`src/rtl/disp_scan_ctrl_if.sv`:
```
// Frame-update port of the 7-segment scan sequencer: the upstream offers a display word
// with valid/ready, and the sequencer accepts it only at a frame boundary.
interface disp_scan_ctrl_if;
    logic        upd_valid;
    logic        upd_ready;
    logic [15:0] upd_hexs;
    logic [3:0]  upd_point;
    logic [3:0]  upd_les;

    modport master (
        output upd_valid,
        output upd_hexs,
        output upd_point,
        output upd_les,
        input  upd_ready
    );

    modport slave (
        input  upd_valid,
        input  upd_hexs,
        input  upd_point,
        input  upd_les,
        output upd_ready
    );
endinterface

```
`src/rtl/disp_scan_ctrl.sv`:
```
// Scan sequencer for a 4-digit 7-segment multiplexer: digit-select divider, frame-aligned
// loading of the displayed word, and a frame-rate blink phase gating the blink enables.
module disp_scan_ctrl #(
    parameter int SCAN_DIV     = 50000,
    parameter int BLINK_FRAMES = 64
) (
    input  logic                 clk,
    input  logic                 rstn,
    disp_scan_ctrl_if.slave      upd,
    output logic [15:0]          Hexs,
    output logic [3:0]           Point,
    output logic [3:0]           Les,
    output logic [1:0]           Scan,
    output logic                 frame_start,
    output logic                 blink_phase
);

    localparam int DIV_W = (SCAN_DIV > 2) ? $clog2(SCAN_DIV) : 1;
    localparam int FC_W  = (BLINK_FRAMES > 1) ? $clog2(BLINK_FRAMES) : 1;
    localparam logic [DIV_W-1:0] DIV_LAST = DIV_W'(SCAN_DIV - 1);
    localparam logic [FC_W-1:0]  FC_LAST  = FC_W'(BLINK_FRAMES - 1);

    logic [DIV_W-1:0] div_r;
    logic [1:0]       scan_r;
    logic [15:0]      hexs_r;
    logic [3:0]       point_r;
    logic [3:0]       les_r;
    logic [FC_W-1:0]  frame_cnt_r;
    logic             blink_r;
    logic             frame_start_r;

    logic             tick_s;
    logic             frame_end_s;
    logic             accept_s;
    logic [DIV_W-1:0] div_nxt_s;
    logic [1:0]       scan_nxt_s;
    logic [15:0]      hexs_nxt_s;
    logic [3:0]       point_nxt_s;
    logic [3:0]       les_nxt_s;
    logic [FC_W-1:0]  frame_cnt_nxt_s;
    logic             blink_nxt_s;

    // Next-state logic: divider/scan, frame-aligned word load and blink counter act independently.
    always_comb begin
        tick_s          = (div_r == DIV_LAST);
        frame_end_s     = tick_s && (scan_r == 2'd3);
        accept_s        = upd.upd_valid && frame_end_s && rstn;
        div_nxt_s       = div_r;
        scan_nxt_s      = scan_r;
        hexs_nxt_s      = hexs_r;
        point_nxt_s     = point_r;
        les_nxt_s       = les_r;
        frame_cnt_nxt_s = frame_cnt_r;
        blink_nxt_s     = blink_r;

        if (tick_s) begin
            div_nxt_s  = {DIV_W{1'b0}};
            scan_nxt_s = scan_r + 2'd1;
        end else begin
            div_nxt_s  = div_r + DIV_W'(1);
        end

        // Loading at frame_end makes new content appear exactly when Scan wraps to digit 0.
        if (accept_s) begin
            hexs_nxt_s  = upd.upd_hexs;
            point_nxt_s = upd.upd_point;
            les_nxt_s   = upd.upd_les;
        end else begin
            hexs_nxt_s  = hexs_r;
        end

        if (frame_end_s) begin
            if (frame_cnt_r == FC_LAST) begin
                frame_cnt_nxt_s = {FC_W{1'b0}};
                blink_nxt_s     = ~blink_r;
            end else begin
                frame_cnt_nxt_s = frame_cnt_r + FC_W'(1);
            end
        end else begin
            frame_cnt_nxt_s = frame_cnt_r;
        end
    end

    // State registers with synchronous active-low reset.
    always_ff @(posedge clk) begin
        if (!rstn) begin
            div_r         <= {DIV_W{1'b0}};
            scan_r        <= 2'd0;
            hexs_r        <= 16'h0000;
            point_r       <= 4'hF;
            les_r         <= 4'h0;
            frame_cnt_r   <= {FC_W{1'b0}};
            blink_r       <= 1'b0;
            frame_start_r <= 1'b0;
        end else begin
            div_r         <= div_nxt_s;
            scan_r        <= scan_nxt_s;
            hexs_r        <= hexs_nxt_s;
            point_r       <= point_nxt_s;
            les_r         <= les_nxt_s;
            frame_cnt_r   <= frame_cnt_nxt_s;
            blink_r       <= blink_nxt_s;
            frame_start_r <= frame_end_s;
        end
    end

    assign upd.upd_ready = frame_end_s && rstn;
    assign Hexs          = hexs_r;
    assign Point         = point_r;
    assign Les           = les_r & {4{blink_r}};
    assign Scan          = scan_r;
    assign frame_start   = frame_start_r;
    assign blink_phase   = blink_r;

endmodule

```
`src/flat_wrapper.sv`:
```
// flat-port wrapper written by rule: the top's interface ports become plain ports
module disp_scan_ctrl_flat 
#(
    parameter int SCAN_DIV     = 50000,
    parameter int BLINK_FRAMES = 64
)
  (clk, rstn, Hexs, Point, Les, Scan, frame_start, blink_phase, upd_upd_valid, upd_upd_hexs, upd_upd_point, upd_upd_les, upd_upd_ready);
  disp_scan_ctrl_if upd_i ();
  input  logic clk;
  input  logic rstn;
  output logic [15:0] Hexs;
  output logic [3:0] Point;
  output logic [3:0] Les;
  output logic [1:0] Scan;
  output logic frame_start;
  output logic blink_phase;
  input wire logic [$bits(upd_i.upd_valid)-1:0] upd_upd_valid;
  input wire logic [$bits(upd_i.upd_hexs)-1:0] upd_upd_hexs;
  input wire logic [$bits(upd_i.upd_point)-1:0] upd_upd_point;
  input wire logic [$bits(upd_i.upd_les)-1:0] upd_upd_les;
  output wire logic [$bits(upd_i.upd_ready)-1:0] upd_upd_ready;
  assign upd_i.upd_valid = upd_upd_valid;
  assign upd_i.upd_hexs = upd_upd_hexs;
  assign upd_i.upd_point = upd_upd_point;
  assign upd_i.upd_les = upd_upd_les;
  assign upd_upd_ready = upd_i.upd_ready;
  disp_scan_ctrl #(.SCAN_DIV(SCAN_DIV), .BLINK_FRAMES(BLINK_FRAMES)) u_core (.clk(clk), .rstn(rstn), .upd(upd_i), .Hexs(Hexs), .Point(Point), .Les(Les), .Scan(Scan), .frame_start(frame_start), .blink_phase(blink_phase));
endmodule
```
`config.mk`:
```
export PLATFORM = sky130hd
export DESIGN_NAME = disp_scan_ctrl_flat
export DESIGN_NICKNAME = d
export VERILOG_FILES = /design/src/rtl/disp_scan_ctrl_if.sv /design/src/rtl/disp_scan_ctrl.sv /design/src/flat_wrapper.sv
export SDC_FILE = /design/constraint.sdc
export NUM_CORES = 1
export LEC_CHECK = 0
export CAP_MARGIN = 10
export CORE_MARGIN = 4
export CORE_UTILIZATION = 38
export CTS_BUF_LIST = sky130_fd_sc_hd__clkbuf_2
export DETAILED_ROUTE_END_ITERATION = 8
export HOLD_SLACK_MARGIN = 0.05
export PLACE_DENSITY = 0.63
export SYNTH_ARGS = -nofsm -noshare
export SYNTH_HDL_FRONTEND = slang
export SYNTH_SLANG_ARGS = --single-unit
```
`constraint.sdc`:
```
create_clock -name clk -period 2.48 [get_ports clk]
set_clock_uncertainty 0.05 [all_clocks]
set_input_delay 0.372 -clock clk [delete_from_list [all_inputs] [get_ports clk]]
set_output_delay 0.372 -clock clk [all_outputs]
set_load 0.005 [all_outputs]
```
# Word-level counts from Yosys, hierarchy flattened
# Cells that the tools add are included.
# word_totals
word_cells,24
register_bits,50
# op_classes
addsub,3
bitwise,3
muxes,1
n_eq_ne,3
n_reduce_logical,6
# ops
op,count
$add 16x1->16 const B,1
$eq 16x16->1 const B,1
$add 6x1->6 const B,1
$eq 6x6->1 const B,1
$mux 6,1
$and 4x4->4,1
$logic_and 1x1->1,4
$add 2x1->2 const B,1
$eq 2x2->1 const B,1
$not 1->1,2
$reduce_and 2->1,1
$reduce_or 2->1,1

# Depth between registers and ports, before layout
# Gate-level depths: netlist (run 1).
# logic_depth
ltp_word,4
mapped_depth,7
ltp_nobuf,5

# Worst setup path after synthesis (run 1)
# OpenSTA, ideal clock, no wires.
# synth_timing
path_type,reg2reg
start,register u_core.div_r[7]
end,"register u_core.point_r[0], in the netlist u_core.Point[0]"
period_less_slack_ns,1.992
arrival_time_ns,1.821
stages_incl_launch_ff,6
setup_ns,0.121
slack_ns,0.488
required_ns,2.309
cell_sequence,dfxtp_1 or4b_4 nor4_4 and2_1 buf_6 mux2_2
# synth_via
elab_chain_len,4
# synth_lines
item,line,source
"start, declared",disp_scan_ctrl.sv:23,logic [DIV_W-1:0] div_r;
"start signal, assigned",disp_scan_ctrl.sv:87,div_r <= {DIV_W{1'b0}};
"start signal, assigned",disp_scan_ctrl.sv:96,div_r <= div_nxt_s;
$eq 16x16->1,disp_scan_ctrl.sv:45,tick_s = (div_r == DIV_LAST);
$logic_and 1x1->1,disp_scan_ctrl.sv:46,frame_end_s = tick_s && (scan_r == 2'd3);
$logic_and 1x1->1 (2 in series),disp_scan_ctrl.sv:47,accept_s = upd.upd_valid && frame_end_s && rstn;
"end signal, assigned",disp_scan_ctrl.sv:99,point_r <= point_nxt_s;
"end, declared",disp_scan_ctrl.sv:26,logic [3:0] point_r;
# Every way passes these cells.
# A chain may end at the register's enable or synchronous reset.

# Final worst setup path (run 1)
# layout_timing
start,register u_core.div_r[12]
end,output upd_upd_ready
# layout_via
elab_chain_len,3
# layout_lines
item,line,source
$eq 16x16->1,disp_scan_ctrl.sv:45,
$logic_and 1x1->1,disp_scan_ctrl.sv:46,
$logic_and 1x1->1,disp_scan_ctrl.sv:107,assign upd.upd_ready = frame_end_s && rstn;
"end, declared",flat_wrapper.sv:21,output wire logic [$bits(upd_i.upd_ready)-1:0] upd_upd_ready;
# Every way passes these cells.

==> flow_metrics.env, run 1 <==
export IMPL_status="completed"
export IMPL_gp_congestion=0.8022
export IMPL_period_needed_ns=2.480
export IMPL_slowest_delay_ns=0.56
export IMPL_antenna_found_initial=0
export IMPL_cp_data_arrival_time_ns=2.06
export IMPL_crit_fanout=2
export IMPL_hold_class="reg -> reg"
export IMPL_path_clk_slew_ns=0.23
export IMPL_final_core_util=0.5301
export IMPL_final_max_slew_viol_count=0
export IMPL_grt_pass1_wl_um=8349
export IMPL_power_mw=1.315
export IMPL_wl_um=4859
export IMPL_first_pass_iters=4
export IMPL_num_io_pins=56
export IMPL_syn_to_final_growth_pct=35.72
export IMPL_rsz0062_at_grt="yes"
export IMPL_final_area_um2=2919
export IMPL_grt_usage=0.1441
export IMPL_clock_latency_ns=0.41
export IMPL_synth_area_um2=2151
export IMPL_die_w_um=83.24
export IMPL_initial_core_util=0.3906
export IMPL_crit_required_ns=2.06
export IMPL_min_period_over_period=0.9999
export IMPL_cts_sinks=50
export IMPL_holdWs_ns=0.4159
export IMPL_fp_row_count=27
export IMPL_overflow=0
export IMPL_layout_drive_gt1_share=0.1471
export IMPL_hold_buffers=0
export IMPL_crit_buf_inv=1
export IMPL_synth_cells=236
export IMPL_cts_buffer_depth=2
export IMPL_crit_family="simple AND/OR/NAND/NOR gates"
export IMPL_layout_commonest_cell="clkdlybuf4s50_1"
export IMPL_cts_root_buffer="clkbuf_2"
export IMPL_vias=1823
export IMPL_p_per_area_nw_per_um2=450.4
export IMPL_cts_max_level=2
export IMPL_mostFrequentLayoutCells="clkdlybuf4s50_1 (54), dfxtp_1 (46), nand2_1 (26), nand3_1 (25), nor2_1 (22)"
export IMPL_port_buffers=55
export IMPL_die_h_um=83.24
export IMPL_synth_seq_area_share=0.4654
export IMPL_worst_pin_slew_ns=0.3578
export IMPL_hold_viol=0
export IMPL_viasPerCell=4.823
export IMPL_hold_start="u_core.Hexs[0]"
export IMPL_core_area_um2=5507
export IMPL_cp_slowest_cell="or4_4"
export IMPL_dieArea_um2=6928
export IMPL_syn_nets=266
export IMPL_cts_inserted_buffers=5
export IMPL_post_route_drc_count=0
export IMPL_finalSetupTns_ns=0
export IMPL_max_freq_mhz=403.3
export IMPL_vdd_drop_max_v=0.0002253
export IMPL_critical_path_cell_chain="or4b_4 > or4_4 > nor2_2 > buf_2"
export IMPL_syn_area_per_cell_um2=9.114
export IMPL_slew_headroom=0.7593
export IMPL_setup_viol=0
export IMPL_cts_tree="yes"
export IMPL_synth_distinct_cells=32
export IMPL_crit_start="u_core.div_r[12]"
export IMPL_grt_max_degree=25
export IMPL_nNetsFinal=335
export IMPL_end_kind="output pin"
export IMPL_fill_cells=540
export IMPL_synth_seq_cells=50
export IMPL_drtIter0Drc=79
export IMPL_dp_hpwl_um=3486
export IMPL_critPathKind="reg -> out"
export IMPL_cp_start_kind="flop"
export IMPL_yosys_warnings=0
export IMPL_antenna_cells=0
export IMPL_ant_nets=0
export IMPL_p_leak_nw=1.092
export IMPL_wl_per_cell_um=12.85
export IMPL_place_area_um2=2840
export IMPL_grt_pass1_vias=1760
export IMPL_rr_startpoint="u_core.div_r[12]"
export IMPL_drv_cap=0
tightest hold or removal path, delay by kind of cell (launching register included):
kind / cells / cell delay, ns
DFF: 1 / 0.36
and+or+nand+nor: 1 / 0.05
AOI/OAI and AO/OA: 1 / 0.05
metal layers:
layer | global-route usage | up-vias | routed length [µm]
met2 | 0.2216 | 33 | 2253
met1 | 0.1927 | 835 | 2331
li1 | - | 948 | -
met3 | 0.03869 | 7 | 200
met4 | 0.05349 | 0 | 73
met5 | 0 | - | 0
per-stage QoR:
stage	instances	setup slack, ns
detailed placement	369	0.05188
finish	378	0.0002487
global placement	369	0.07615
CTS	377	-0.06623
global route	378	-0.1038
floorplan	236	0.4882
cell usage after synthesis, drive strengths merged:
cell type   n  area (µm²)
inv         5       18.77
o21ai      20       100.1
buf         7       71.31
a311oi      1       15.01
and3        5       31.28
xor2        4       35.03
nand3      25       125.1
mux2i       5       50.05
o211ai      1       7.510
mux2        4       45.04
nand4b      1       8.760
nand2      27       108.9
a31oi       1       6.260
xnor2      12       105.1
dfxtp      50        1001
nor4        7       58.81
and4b       1       10.01
and2        7       43.79
or4b        3       41.29
or4         1       7.510
nand4       7       43.79
nor3        1       5.000
clkbuf      6       22.52
ha          3       37.54
a32o        1       10.01
nand2b      7       43.79
nor2       23       86.33
o2111a      1       11.26
cells by family after synthesis:
logic type | share of synthesized area
compound gates | 0.06981
buf+inv | 0.05235
xor+xnor | 0.06515
simple gates | 0.2856
mux | 0.04421
flops | 0.4654
fa+ha+maj | 0.01745
repair_timing:
| action | CTS | global route |
|---|---|---|
| setup endpoints to repair | 1 | 1 |
| setup buffers | 0 | 1 |
| cloned | 0 | 0 |
| pin swaps | 3 | 2 |
| resized for setup | 8 | 2 |
flip-flops by register name (all words and copies together), names as in the netlist:
signal / cells
u_core.Hexs: 16
u_core.Point: 4
u_core.Scan: 2
u_core.blink_phase: 1
u_core.div_r: 16
u_core.frame_cnt_r: 6
u_core.frame_start: 1
u_core.les_r: 4
path summary, 6_finish.rpt:
kind                      to  slack [ns]  cells after the start
max            upd_upd_ready      0.0002                      4
min           u_core.Hexs[0]        0.42                      2
max reg2reg  u_core.Point[2]        0.28                      5
min reg2reg   u_core.Hexs[0]        0.42                      2
power by group:
group          switching (mW)  internal, mW
clock                   0.247         0.179
combinational          0.0293        0.0453
sequential            0.00426         0.810
total                   0.280          1.03
cell type report:
class | count | area, µm² | area share
multi-input combinational | 168 | 1044 | 0.3575
sequential | 50 | 1006 | 0.3446
inverter | 5 | 18.77 | 0.006429
clock buffer | 7 | 35.03 | 0.01200
clock inverter | 1 | 30.03 | 0.01029
timing repair buffer | 75 | 695.7 | 0.2383
tap | 72 | 90.09 | 0.03086
Note: power is estimated with default switching activity, not from simulation.
==> run 2, diff against run 1 <==
Settings changed: CORE_MARGIN 4 to 1.5, MAX_ROUTING_LAYER from default to met4, SKIP_LAST_GASP from default to 1.
==> run 2 against run 1 <==
  * The flow now finishes with violations (setup timing)
  * Cell area increased by 0.17%
  * Clock-buffer cell count decreased by 2
  * Via count increased by 2.5%
  * Power increased by 0.29%
  * Combinational power increased by 1%
  * Global-route usage increased by 2.9 points
  * Largest cell class unchanged
  * Critical path depth unchanged
  * Maximum frequency decreased by 1.1%
  * Die area decreased by 12%
==> flow_metrics.env, run 2 (synthesis gave the netlist of run 1 again) <==
export IMPL_setup_slack_ns=-0.02812
export IMPL_overflow=0
export IMPL_antenna_found_initial=0
export IMPL_layout_commonest_cell="clkdlybuf4s50_1"
export IMPL_end_kind="output pin"
export IMPL_wl_um=4805
export IMPL_cp_data_arrival_time_ns=2.09
export IMPL_p_per_area_nw_per_um2=451.0
export IMPL_cts_buffer_depth=2
export IMPL_crit_start="u_core.div_r[11]"
export IMPL_port_buffers=55
export IMPL_mostFrequentLayoutCells="clkdlybuf4s50_1 (54), dfxtp_1 (46), nand2_1 (26), nand3_1 (25), nor2_1 (22)"
export IMPL_gp_congestion=0.7976
export IMPL_viasPerCell=4.942
export IMPL_power_mw=1.319
export IMPL_wl_per_cell_um=12.71
export IMPL_status="finished with violations"
export IMPL_cts_root_buffer="clkbuf_2"
export IMPL_cts_inserted_buffers=5
export IMPL_initial_core_util=0.3930
export IMPL_vias=1868
export IMPL_cp_start_kind="flop"
export IMPL_hold_buffers=0
export IMPL_hold_class="in -> reg"
export IMPL_clock_latency_ns=0.44
export IMPL_max_freq_mhz=398.7
export IMPL_busiest_layer="met2"
export IMPL_dieArea_um2=6121
export IMPL_final_area_um2=2924
export IMPL_die_w_um=78.24
export IMPL_path_clk_slew_ns=0.26
export IMPL_nNetsFinal=335
export IMPL_period_needed_ns=2.508
export IMPL_grt_pass1_vias=1801
export IMPL_rr_startpoint="u_core.div_r[11]"
export IMPL_ant_nets=0
export IMPL_crit_required_ns=2.06
export IMPL_pre_cts_ws_ns=0.06084
export IMPL_first_pass_iters=4
export IMPL_grt_pass1_wl_um=8224
export IMPL_hold_start="upd_upd_hexs[0]"
export IMPL_grt_usage=0.1733
export IMPL_met2_usage=0.2800
export IMPL_fill_cells=538
export IMPL_critPathKind="reg -> out"
export IMPL_syn_to_final_growth_pct=35.95
export IMPL_slew_headroom=0.7477
export IMPL_antenna_cells=0
export IMPL_drtIter0Drc=68
export IMPL_vdd_drop_max_v=0.0002968
export IMPL_hold_viol=0
export IMPL_setup_viol=1
export IMPL_place_area_um2=2840
export IMPL_grt_max_degree=29
export IMPL_p_leak_nw=1.090
export IMPL_dp_hpwl_um=3455
export IMPL_num_io_pins=56
export IMPL_crit_fanout=2
export IMPL_cts_max_level=2
export IMPL_drv_cap=0
export IMPL_die_h_um=78.24
export IMPL_fp_row_count=27
export IMPL_cts_tree="yes"
export IMPL_cts_sinks=50
export IMPL_core_area_um2=5473
export IMPL_use_met1=0.2109
export IMPL_post_route_drc_count=0
export IMPL_final_max_slew_viol_count=0
export IMPL_rsz0062_at_grt="yes"
export IMPL_violations="setup timing"
export IMPL_min_period_over_period=1.011
export IMPL_grt_util_met3=0.03721
export IMPL_layout_drive_gt1_share=0.1471
export IMPL_worst_pin_slew_ns=0.3750
-- run 2: cell count changes in the layout (fill, tap and decap cells not counted) --
cell and delta:
clkbuf_2 -2, clkinv_2 +2, nor2_4 +1, nor2_2 -1
-- run 2: routing by layer --
layer / vias up / part of all wire
met4: 0 / 0.018
met2: 43 / 0.47
li1: 953 / -
met3: 8 / 0.043
met1: 864 / 0.47
met5: - / 0
-- run 2: power by group --
part	internal, mW	total (mW)	switching [mW]
clock network	0.167	0.429	0.261
logic	0.0454	0.0756	0.0302
registers	0.810	0.814	0.00425
total	1.02	1.32	0.296
-- run 2: area by class of cell --
class	count	area (µm²)	area share
Multi-Input combinational cell	168	1049	0.3586
Clock inverter	3	40.04	0.01369
Clock buffer	5	25.02	0.008558
Tap cell	72	90.09	0.03081
Sequential cell	50	1006	0.3440
Inverter	5	18.77	0.006418
Timing Repair Buffer	75	695.7	0.2379
-- run 2: path summary, 6_finish.rpt --
| kind | end | slack, ns | cells past startpoint |
|---|---|---|---|
| hold reg to reg | u_core.les_r[1] | 0.42 | 2 |
| setup / recovery | upd_upd_ready | -0.03 | 4 |
| hold / removal | u_core.Hexs[0] | 0.40 | 3 |
| setup reg to reg | u_core.Hexs[9] | 0.28 | 6 |
-- run 2: stage by stage --
step | hold WS [ns] | setup TNS, ns | std cells | utilization
floorplan | 0.3794 | 0 | 236 | -
global placement | 0.3879 | 0 | 369 | 0.5190
detailed placement | 0.3978 | 0 | 369 | 0.5190
CTS | 0.3834 | -0.06884 | 377 | 0.5316
global route | 0.3673 | -0.1466 | 378 | 0.5343
finish | 0.4020 | -0.02812 | 378 | 0.5343
-- run 2: worst max-delay path: stages, from the launching register on --
cell,delay (ns)
dfxtp_2,0.37
or4b_4,0.54
or4_4,0.57
nor2_4,0.09
buf_2,0.11
-- run 2: what timing repair did --
item	4_1_cts	5_1_grt
resized for setup	8	3
setup buffers	0	1
endpoints found under the setup margin	1	1
pin swaps	3	3
